[src/rtl/mult16_product_accumulator.sv]
// ============================================================================
// mult16_product_accumulator
// ----------------------------------------------------------------------------
// Streaming multiply-accumulate back end for the combinational 16x16
// multiplier. It takes one unsigned product term per cycle and sums a group
// of terms (a dot product) into a wide accumulator. A group ends when a term
// tagged "last" is accepted. The finished sum is then held on a valid/ready
// result handshake until the consumer takes it.
//
// Optional feature (compile-time macro): SATURATE_ACC_EN
//   defined   : on carry-out the sum clamps to all-ones for the rest of the group
//   undefined : the sum wraps modulo 2^ACC_W
//   acc_ovf is a sticky overflow flag in both builds. The port list is the
//   same in both builds.
//
// Ports
//   clk        in   1       single clock, rising edge
//   rst        in   1       asynchronous active-high reset
//   product    in   PROD_W  unsigned product term
//   prod_valid in   1       product term valid
//   prod_last  in   1       term is the final one of the current group
//   prod_ready out  1       a term is accepted this cycle if prod_valid is high
//   acc_clear  in   1       synchronous abort/clear of the current group
//   acc_data   out  ACC_W   accumulated sum
//   acc_count  out  CNT_W   number of terms in acc_data (saturating)
//   acc_ovf    out  1       sticky overflow flag for the current group
//   acc_valid  out  1       acc_data holds a finished group
//   acc_ready  in   1       consumer takes the result
// ============================================================================
module mult16_product_accumulator #(
    parameter int PROD_W = 32,
    parameter int ACC_W  = 40,
    parameter int CNT_W  = 8
) (
    input  logic              clk,
    input  logic              rst,
    input  logic [PROD_W-1:0] product,
    input  logic              prod_valid,
    input  logic              prod_last,
    output logic              prod_ready,
    input  logic              acc_clear,
    output logic [ACC_W-1:0]  acc_data,
    output logic [CNT_W-1:0]  acc_count,
    output logic              acc_ovf,
    output logic              acc_valid,
    input  logic              acc_ready
);

    typedef enum logic [0:0] {
        ACCUM = 1'b0,
        HOLD  = 1'b1
    } state_t;

    state_t             state_q, state_d;
    logic [ACC_W-1:0]   acc_q,   acc_d;
    logic [CNT_W-1:0]   cnt_q,   cnt_d;
    logic               ovf_q,   ovf_d;

    // One extra bit on the adder exposes the carry out of ACC_W.
    logic [ACC_W:0]     sum_s;
    logic               carry_s;
    logic [ACC_W-1:0]   acc_next_s;
    logic               take_s;

    // Ready is gated by rst so no term slips in while reset is asserted.
    assign prod_ready = (state_q == ACCUM) && !acc_clear && !rst;
    assign take_s     = prod_valid && prod_ready;

    assign acc_data   = acc_q;
    assign acc_count  = cnt_q;
    assign acc_ovf    = ovf_q;
    assign acc_valid  = (state_q == HOLD);

    // Adder with overflow handling (wrap or clamp depending on the build).
    always_comb begin
        sum_s   = {1'b0, acc_q} + (ACC_W+1)'(product);
        carry_s = sum_s[ACC_W];
`ifdef SATURATE_ACC_EN
        // Once clamped, stay clamped until the group is consumed or cleared.
        if (carry_s || ovf_q) begin
            acc_next_s = {ACC_W{1'b1}};
        end else begin
            acc_next_s = sum_s[ACC_W-1:0];
        end
`else
        acc_next_s = sum_s[ACC_W-1:0];
`endif
    end

    // Next-state and datapath update; acc_clear overrides everything else.
    always_comb begin
        state_d = state_q;
        acc_d   = acc_q;
        cnt_d   = cnt_q;
        ovf_d   = ovf_q;
        if (acc_clear) begin
            state_d = ACCUM;
            acc_d   = '0;
            cnt_d   = '0;
            ovf_d   = 1'b0;
        end else begin
            case (state_q)
                ACCUM: begin
                    if (take_s) begin
                        acc_d = acc_next_s;
                        ovf_d = ovf_q | carry_s;
                        if (cnt_q != {CNT_W{1'b1}}) begin
                            cnt_d = cnt_q + CNT_W'(1);
                        end else begin
                            cnt_d = cnt_q;
                        end
                        if (prod_last) begin
                            state_d = HOLD;
                        end else begin
                            state_d = ACCUM;
                        end
                    end else begin
                        state_d = ACCUM;
                    end
                end
                HOLD: begin
                    if (acc_ready) begin
                        state_d = ACCUM;
                        acc_d   = '0;
                        cnt_d   = '0;
                        ovf_d   = 1'b0;
                    end else begin
                        state_d = HOLD;
                    end
                end
                default: begin
                    state_d = ACCUM;
                    acc_d   = '0;
                    cnt_d   = '0;
                    ovf_d   = 1'b0;
                end
            endcase
        end
    end

    // State and accumulator registers with asynchronous reset.
    always_ff @(posedge clk or posedge rst) begin
        if (rst) begin
            state_q <= ACCUM;
            acc_q   <= '0;
            cnt_q   <= '0;
            ovf_q   <= 1'b0;
        end else begin
            state_q <= state_d;
            acc_q   <= acc_d;
            cnt_q   <= cnt_d;
            ovf_q   <= ovf_d;
        end
    end

endmodule

[config.mk]
export PLATFORM = sky130hd
export DESIGN_NAME = mult16_product_accumulator
export DESIGN_NICKNAME = d
export VERILOG_FILES = /design/src/rtl/mult16_product_accumulator.sv
export SDC_FILE = /design/constraint.sdc
export NUM_CORES = 1
export LEC_CHECK = 0
export CORE_MARGIN = 4
export CORE_UTILIZATION = 40
export CTS_CLUSTER_SIZE = 8
export DETAILED_ROUTE_END_ITERATION = 10
export GPL_TIMING_DRIVEN = 1
export HOLD_SLACK_MARGIN = 0.12
export PLACE_DENSITY_LB_ADDON = 0.2
export SETUP_SLACK_MARGIN = 0.5
export SLEW_MARGIN = 15
export SYNTH_ARGS = -nofsm -noshare
export SYNTH_HDL_FRONTEND = slang
export SYNTH_SLANG_ARGS = --single-unit
export TNS_END_PERCENT = 100
[constraint.sdc]
create_clock -name clk -period 3.3 [get_ports clk]
set_clock_uncertainty 0.2 [all_clocks]
set_input_delay 0.99 -clock clk [delete_from_list [all_inputs] [get_ports clk]]
set_output_delay 0.99 -clock clk [all_outputs]
set_load 0.03 [all_outputs]
==> qor.txt, run 1 <==
Highest-count cells in the layout ignoring fill and taps: buf_4, nand2_1, clkdlybuf4s50_1
Post-Synth Simple-Gate Area: 18.7%
Synth top area cells: dfrtp_1, ha_1, nand2_1
MaxCap Viol Count: 0
Main synth FF type: dfrtp_1
Critical path class: primary input to flip-flop
Row count: 35
Register area share after synthesis: 31.9%
WP data arrival: 2.97 ns
Maximum vdd drop: 0.207 mV
Remaining DRCs: 0
Synth Area in Adders: 11.0%
EDFF count, synth: 0
Worst-Skew Late Latency: 0.31 ns
Period utilisation layout: 88.4%
Mapped Area: 3930 um^2
Seq cells post-synth: 50
I/O pins: 89
Critical-path cell list: buf_8, ha_4, a211oi_4, o21ai_4, a21boi_4, nor3_4, a311o_4, o211ai_4, nand3_2, a21oi_2
First-pass GRT wire length: 21,500 um
Port buffer count: 88
CP Launch Type: primary input
Post-layout minimum cycle time: 2.92 ns
CP max FO: 5
Asr flop ratio synth: 100%
R2R cell count: 9
Slowest CP cell: a311o_4
Vias in the first global route: 4,522
RSZ-0062 raised after global routing: yes
Mean routed wirelength per cell: 17.0 um
Post-route ant nets: 0
Initial antenna violation count: 0
Final slew viol count: 0
Core footprint: 9420 um^2
Top cell type's share of synthesized area: 31.9%
Status: completed
Final GP Congestion: 0.913
Root Driver: clkbuf_8
Layout net count: 719
Largest family of logic cells by synthesized area: compound AO/OA/AOI/OAI gates
Fin cells: 777
Commonest non-fill, non-tap cell in the layout: buf_4
Pre-CTS setup slack: -0.344 ns
Die extent in y: 107 um
Yosys cell types: 59
Overflow after GRT: 0
Mux share of post-synthesis cell area: 0.765%
Power per cell area: 354 nW/um^2
Cells after synthesis: 457
Synth warn: 0
Routed WL: 13,200 um
Total GRT Usage: 22.6%
Pin count of the biggest net entering global routing: 51
DP Area: 5750 um^2
Area leader, netlist: dfrtp_1
Setup Viol. Count Final: 0
Initial DRC count: 203
ANT cells: 0
Worst hold stages: 2
Cts hold-fix bufs: 0
Hold Crit Class: flip-flop to flip-flop
Clock sinks: 50
TritonRoute pass-1 iters: 4
Die footprint: 11,500 um^2
Post-Syn Nets: 529
Worst-margin pin slew: 0.671 ns
CTS tree: built
Clk pin slew, worst setup/hold paths: 0.11 ns
Worst EP required: 3.35 ns
Final setup TNS: 0 ns
Via Count: 4,311
Final hold violations: 0
Post-synthesis xor/xnor area fraction: 7.14%
Layout area overhead: 70.0%
Syn_area_per_cell: 8.59 um^2
CTS Buf Count: 5
DP Wirelength: 9250 um
Crit. End Element: flip-flop
Layout cell share with drive strength beyond 1: 40.1%
Die Wd: 107 um
Peak Freq: 0.343 GHz
Longest Clk Path Bufs: 2
Setup ws final: 0.382 ns
Initial Util: 41.7%
Slowest cell delay on critical path: 0.44 ns
Dpl cells: 737
Worst slew margin: 55.3%
Leakage power: 0.00285 uW
Final instance area: 6680 um^2
Vias per Instance: 5.55
Hold WS: 0.295 ns
Compound-Gate Fraction of Synth Area: 27.8%
H-tree depth: 2
flip-flops by register name, summed over array words and instances (netlist names):
register / cells
acc_valid: 1
acc_data: 40
acc_ovf: 1
acc_count: 8
worst max-delay path, delay by kind of cell:
family | cells | cell delay, ns
buffers and inverters | 1 | 0.11
and+or+nand+nor | 2 | 0.18
adders and majority gates | 1 | 0.24
AOI/OAI and AO/OA | 6 | 1.44
routing by layer:
| metal | share of wire (%) | global-route usage, % | vias up |
|---|---|---|---|
| li1 | - | - | 2068 |
| met1 | 43 | 29.0 | 2097 |
| met2 | 51 | 39.3 | 125 |
| met3 | 4.9 | 3.79 | 21 |
| met4 | 1.6 | 5.66 | 0 |
| met5 | 0 | 0 | - |
stage by stage:
step / util, % / total power, uW
global placement: 61.1 / 1640
global route: 70.9 / 2490
finish: 70.9 / 2360
floorplan: - / 1270
detailed placement: 61.1 / 1650
CTS: 68.1 / 2270
report_power, final:
part	switching [uW]	leakage (uW)	internal, uW
registers	58.8	0.000682	654
clock network	240	0.0000591	232
logic	594	0.00211	586
total	893	0.00285	1470
cell families (layout without fill, tap and decap cells):
| group | count (synthesis) | count (layout) |
|---|---|---|
| multiplexers | 3 | 3 |
| adder cells (fa/ha/maj) | 34 | 34 |
| AND/OR/NAND/NOR | 152 | 152 |
| XOR/XNOR | 32 | 32 |
| AO/OA/AOI/OAI | 165 | 165 |
| flip-flops | 50 | 50 |
| buffers and inverters | 21 | 212 |
cells in the mapped netlist, types with 4 or more instances:
library cell,n
clkbuf_1,6
o21ai_0,42
xnor2_1,11
a31oi_1,4
o21ai_2,4
xor2_1,21
or3_1,4
a21oi_1,42
nor2_1,29
nand3_1,16
dfrtp_1,50
inv_1,5
and3_1,5
a21oi_2,4
ha_1,33
a21o_1,17
nor3_1,6
buf_2,7
o21a_1,4
nand2_1,61
o21ai_1,7
and4_1,4
o21bai_1,4
a22o_1,6
nand4_1,12
cell type report:
| type | count | area, um^2 |
|---|---|---|
| clock buffer | 5 | 68.8 |
| clock inverter | 3 | 47.5 |
| fill | 699 | 2740 |
| inverter | 5 | 22.5 |
| multi-input combinational | 386 | 3460 |
| sequential | 50 | 1250 |
| tap | 129 | 161 |
| timing repair buffer | 199 | 1660 |
path summary, 6_finish.rpt:
check | from | to | slack [ns]
setup / recovery | product[1] | acc_data[39] | 0.38
hold / removal | acc_ovf | acc_ovf | 0.29
setup reg to reg | acc_data[1] | acc_data[39] | 0.67
hold reg to reg | acc_ovf | acc_ovf | 0.29
max in group asynchronous | rst | acc_data[19] | 1.56
min in group asynchronous | rst | acc_count[1] | 0.88
what timing repair did:
action | in CTS | in global routing
endpoints found under the setup margin | 34 | 28
setup buffers | 24 | 8
pin swaps | 82 | 71
gates resized for setup | 129 | 76
Note: power is estimated with default switching activity, not from simulation.
==> run 2: changes to the inputs <==
--- a/config.mk
+++ b/config.mk
@@ -13,6 +13,7 @@
 export HOLD_SLACK_MARGIN = 0.12
 export PLACE_DENSITY_LB_ADDON = 0.2
 export SETUP_SLACK_MARGIN = 0.5
+export SKIP_CTS_REPAIR_TIMING = 1
 export SLEW_MARGIN = 15
 export SYNTH_ARGS = -nofsm -noshare
 export SYNTH_HDL_FRONTEND = slang
==> run 2 against run 1 <==
Net effect:
- sequential share of layout area up 0.32 points
- utilization down 1.2 points
- die area unchanged
- sequential cell count unchanged
- final cell count down 2.3%
==> qor.txt, run 2 (synthesis results as in run 1) <==
Status: completed
Die footprint: 11,500 um^2 (unchanged)
DP Wirelength: 9250 um (unchanged)
R2R cell count: 10 (+1)
Clock sinks: 50 (unchanged)
Dpl cells: 737 (unchanged)
Mean routed wirelength per cell: 16.6 um (-2.6%)
Vias per Instance: 5.46 (-1.5%)
Layout Utilization: 69.7% (-1.2 points)
Total GRT Usage: 20.5% (-2.1 points)
Reg-to-reg startpoint: acc_data[0]
Post-route ant nets: 0 (unchanged)
Max reg flops: 40 (unchanged)
Vias in the first global route: 4,202 (-7.1%)
Peak Freq: 0.342 GHz (-0.33%)
Setup ws final: 0.372 ns (-0.00969 ns)
Overflow after GRT: 0 (unchanged)
Crit. End Element: flip-flop
Worst EP required: 3.35 ns (about the same)
CTS tree: built
Root Driver: clkbuf_8
R2r setup slk: 0.68 ns (about the same)
Initial antenna violation count: 0 (unchanged)
Via Count: 4,146 (-3.8%)
First-pass GRT wire length: 19,500 um (-9.1%)
Maximum vdd drop: 0.199 mV (-3.7%)
R2r endpoint: acc_data[36]
Setup Viol. Count Final: 0 (unchanged)
Hold_sp: acc_ovf
Layout cell share with drive strength beyond 1: 35.7% (-4.4 points)
Cell mode on critical path: a21o_1
Fin cells: 759 (-2.3%)
Worst hold stages: 2 (unchanged)
Slowest CP cell: fa_2
Power per cell area: 349 nW/um^2 (-1.6%)
CP delay by family, top: compound AO/OA/AOI/OAI gates
Leakage power: 0.00297 uW (+4.0%)
Port buffer count: 88 (unchanged)
Critical path class: primary input to flip-flop
I/O pins: 89 (unchanged)
Die extent in y: 107 um (unchanged)
Worst-Skew Late Latency: 0.31 ns (about the same)
WP data arrival: 2.98 ns (about the same)
FILL cells: 730 (+4.4%)
Final setup TNS: 0 ns (unchanged)
Routed WL: 12,600 um (-4.8%)
TritonRoute pass-1 iters: 4 (unchanged)
Pre-CTS setup slack: -0.344 ns (unchanged)
Commonest non-fill, non-tap cell in the layout: buf_4
Worst slew margin: 55.6% (+0.30 points)
Critical-path cell list: buf_6, ha_4, fa_2, a21o_1, nand4_1, nand3_1, a21o_1, a21oi_4, a31o_4, o21ai_0, a21oi_2
CTS Buf Count: 5 (unchanged)
Pin count of the biggest net entering global routing: 51 (unchanged)
Period utilisation layout: 88.7% (+0.29 points)
Core footprint: 9420 um^2 (unchanged)
Highest-count cells in the layout ignoring fill and taps: buf_4, nand2_1, clkdlybuf4s50_1
Layout area overhead: 67.2%
Longest Clk Path Bufs: 2 (unchanged)
RSZ-0062 raised after global routing: yes
H-tree depth: 2 (unchanged)
CP Launch Type: primary input
Clk pin slew, worst setup/hold paths: 0.11 ns (about the same)
Initial Util: 41.7% (unchanged)
Remaining DRCs: 0 (unchanged)
Final slew viol count: 0 (unchanged)
Final hold violations: 0 (unchanged)
Post-layout minimum cycle time: 2.93 ns (+0.00969 ns)
Worst-margin pin slew: 0.666 ns (-0.00449 ns)
ANT cells: 0 (unchanged)
Slowest cell delay on critical path: 0.34 ns (-0.10 ns)
Hold Crit Class: flip-flop to flip-flop
MaxCap Viol Count: 0 (unchanged)
Buffers and inverters on the worst path: 1 (unchanged)
Initial DRC count: 162 (-20%)
Die Wd: 107 um (unchanged)
Row count: 35 (unchanged)
Layout net count: 701 (-2.5%)
Min-Delay Endpoint: acc_ovf
Final GP Congestion: 0.913 (unchanged)
CP max FO: 5 (unchanged)
run 2: cell types whose count changed in the layout (fill, tap and decap cells not counted), sizes merged:
cell           change
dlymetal6s2s      +28
buf               -24
dlygate4sd2       -10
clkdlybuf4s15      -7
clkbuf             -5
run 2: cell type report:
cell class / instances / area (um^2) / share of cell area (%)
Timing Repair Buffer: 181 / 1640 / 25.0
Sequential cell: 50 / 1250 / 19.1
Clock inverter: 3 / 47.5 / 0.724
Tap cell: 129 / 161 / 2.46
Clock buffer: 5 / 68.8 / 1.05
Inverter: 5 / 22.5 / 0.343
Multi-Input combinational cell: 386 / 3370 / 51.3
run 2: through the flow:
| step | hold WS (ns) | instance area (um^2) | power (uW) |
|---|---|---|---|
| 2_1_floorplan | 0.458 | 4240 | 1270 |
| 3_3_place_gp | 0.272 | 5750 | 1640 |
| 3_5_place_dp | 0.278 | 5750 | 1650 |
| 4_1_cts | 0.304 | 5870 | 2130 |
| 5_1_grt | 0.331 | 6560 | 2410 |
| 6_report | 0.295 | 6560 | 2290 |
run 2: worst max path at each step:
stage / from / endpoint / slack, ns / depth (start not counted)
after global routing: product[20] / acc_data[29] / 0.30 / 10
final: product[0] / acc_data[36] / 0.37 / 11
after global placement: product[0] / acc_data[36] / -0.29 / 11
after detailed placement: product[1] / acc_data[29] / -0.34 / 10
after CTS: product[1] / acc_data[29] / -0.03 / 10
after floorplan: rst / acc_data[39] / 0.11 / 8
run 2: tightest hold or removal path, delay by kind of cell, from the launching register on:
family / cells / cell delay, ns
compound gates: 1 / 0.05
flops: 1 / 0.36
simple gates: 1 / 0.06
run 2: power by group:
group	switching [uW]	total (uW)	internal, uW
Combinational	557	1110	548
Clock	239	471	232
Sequential	58.2	712	654
Total	855	2290	1430
run 2: layer usage:
| layer | global-route usage (%) | routed length, um |
|---|---|---|
| met2 | 35.1 | 6250 |
| met5 | 0 | 0 |
| met3 | 4.33 | 574 |
| met4 | 4.47 | 157 |
| met1 | 26.6 | 5610 |
==> run 3: changes to the inputs <==
--- a/config.mk
+++ b/config.mk
@@ -7,7 +7,7 @@
 export LEC_CHECK = 0
 export CORE_MARGIN = 4
 export CORE_UTILIZATION = 40
-export CTS_CLUSTER_SIZE = 8
+export CTS_CLUSTER_SIZE = 14
 export DETAILED_ROUTE_END_ITERATION = 10
 export GPL_TIMING_DRIVEN = 1
 export HOLD_SLACK_MARGIN = 0.12
==> constraint.sdc (replaced) <==
create_clock -name clk -period 3.3 [get_ports clk]
set_clock_uncertainty 0.2 [all_clocks]
set_input_delay 0.66 -clock clk [delete_from_list [all_inputs] [get_ports clk]]
set_output_delay 0.66 -clock clk [all_outputs]
set_load 0.03 [all_outputs]
==> run 3 against run 2 <==
Net effect:
- setup slack gained 0.021 ns
- largest cell class unchanged
- clock-buffer cell count increased by 1
- worst hold slack better by 0.00074 ns
- global-route usage shrank 0.21 points
- cell area shrank 7.6%
==> qor.txt, run 3 (synthesis results as in run 1) <==
Status: completed
MaxCap Viol Count: 0 (unchanged)
Port buffer count: 88 (unchanged)
Power per cell area: 357 nW/um^2 (+2.5%)
Worst slew margin: 56.0% (+0.40 points)
Root Driver: clkbuf_8
Maximum vdd drop: 0.232 mV (+16%)
Initial antenna violation count: 1 (+1)
Vias per Instance: 5.53 (+1.2%)
RSZ-0062 raised after global routing: yes
Hold_sp: acc_ovf
Min-Delay Endpoint: acc_ovf
Pin count of the biggest net entering global routing: 51 (unchanged)
DP Wirelength: 8560 um (-7.4%)
Final hold violations: 0 (unchanged)
Layout net count: 662 (-5.6%)
Die extent in y: 107 um (unchanged)
Remaining DRCs: 0 (unchanged)
Clk pin slew, worst setup/hold paths: 0.10 ns (about the same)
H-tree depth: 2 (unchanged)
Worst EP required: 3.34 ns (about the same)
R2r endpoint: acc_data[29]
CTS tree: built
Total GRT Usage: 20.3% (-0.21 points)
Post-route ant nets: 0 (unchanged)
Final slew viol count: 0 (unchanged)
Core footprint: 9420 um^2 (unchanged)
Reg power frac: 32.8% (+1.7 points)
Clock share of power: 21.3% (+0.7 points)
Overflow after GRT: 0 (unchanged)
Post-layout minimum cycle time: 2.91 ns (-0.0208 ns)
R2r setup slk: 0.56 ns (-0.12 ns)
Clock sinks: 50 (unchanged)
Commonest non-fill, non-tap cell in the layout: clkdlybuf4s50_1
CTS Buf Count: 5 (unchanged)
Max reg flops: 40 (unchanged)
Hold Crit Class: flip-flop to flip-flop
Final setup TNS: 0 ns (unchanged)
Routed WL: 12,400 um (-1.4%)
TritonRoute pass-1 iters: 4 (unchanged)
Peak Freq: 0.344 GHz (+0.71%)
Layout area overhead: 54.4%
ANT cells: 0 (unchanged)
First-pass GRT wire length: 19,100 um (-2.0%)
Via Count: 3,974 (-4.1%)
WP data arrival: 2.95 ns (-0.03 ns)
Period utilisation layout: 88.1% (-0.63 points)
Psw: 796 uW (-6.9%)
Final instance area: 6060 um^2 (-7.6%)
Initial DRC count: 107 (-34%)
Vias in the first global route: 3,862 (-8.1%)
Setup Viol. Count Final: 0 (unchanged)
Worst-margin pin slew: 0.660 ns (-0.00596 ns)
Reg-to-reg startpoint: acc_data[1]
Switching Fraction: 36.7% (-0.61 points)
Worst hold stages: 2 (unchanged)
FILL cells: 772 (+5.8%)
Leakage power: 0.00269 uW (-9.2%)
Final GP Congestion: 0.859 (-5.9%)
Die Wd: 107 um (unchanged)
Mean routed wirelength per cell: 17.3 um (+4.1%)
Layout cell share with drive strength beyond 1: 25.9% (-9.8 points)
CP Launch Type: primary input
Initial Util: 41.7% (unchanged)
Critical path class: primary input to flip-flop
I/O pins: 89 (unchanged)
Die footprint: 11,500 um^2 (unchanged)
CP max FO: 5 (unchanged)
Row count: 35 (unchanged)
DP Area: 5160 um^2 (-10%)
Crit. End Element: flip-flop
Highest-count cells in the layout ignoring fill and taps: clkdlybuf4s50_1, nand2_1, buf_4
Worst-Skew Late Latency: 0.31 ns (about the same)
Comb pwr share: 45.9% (-2.4 points)
Pint: 1370 uW (-4.4%)
R2R cell count: 9 (-1)
Longest Clk Path Bufs: 2 (unchanged)
## run 3: power by group through the flow
stage               sequential, uW  combinational [uW]  clock (uW)
floorplan                      784                 424           0
global placement               704                 798           0
detailed placement             706                 799           0
CTS                            694                 805         474
global route                   718                1080         499
finish                         710                 995         462
## run 3: area by class of cell
cell class                      count  area, um^2  area share [%]
Multi-Input combinational cell    386        3170            52.2
Timing Repair Buffer              142        1350            22.2
Tap cell                          129         161            2.66
Sequential cell                    50        1250            20.6
Clock buffer                        6        82.6            1.36
Clock inverter                      1        30.0           0.495
Inverter                            5        22.5           0.371
## run 3: how the worst max path moves through the flow
| stage | from | endpoint | slack (ns) | cells after the start |
|---|---|---|---|---|
| 6_report | product[15] | acc_data[29] | 0.39 | 10 |
| 4_1_cts | product[0] | acc_data[29] | 0.22 | 11 |
| 2_1_floorplan | rst | acc_data[39] | 0.44 | 8 |
| 3_5_place_dp | product[14] | acc_data[29] | -0.08 | 10 |
| 3_3_place_gp | product[14] | acc_data[29] | -0.06 | 10 |
| 5_1_grt | product[15] | acc_data[29] | 0.34 | 10 |
## run 3: routing by layer
metal	up-vias	wire (um)	share of wire (%)	GRT usage [%]
li1	1955	-	-	-
met3	17	554	4.5	4.15
met2	86	6080	49	33.2
met4	2	178	1.4	4.11
met5	-	12	0.097	0
met1	1914	5600	45	27.9
## run 3: critical path, stage by stage
cell	delay, ns
clkdlybuf4s50_1	0.47
ha_2	0.32
nand2_2	0.15
nor3_1	0.08
a211oi_2	0.24
nor2_1	0.08
a21oi_2	0.18
a31oi_2	0.14
or4b_1	0.55
nand3_1	0.08
## run 3: metrics by stage
stage	power, uW	worst slack, ns	hold WS [ns]	cells	util [%]
2_1_floorplan	1210	0.441	0.458	457	-
3_3_place_gp	1500	-0.0559	0.267	692	54.8
3_5_place_dp	1500	-0.0789	0.270	692	54.8
4_1_cts	1970	0.222	0.300	699	56.0
5_1_grt	2290	0.342	0.345	719	64.4
6_report	2170	0.393	0.296	719	64.4
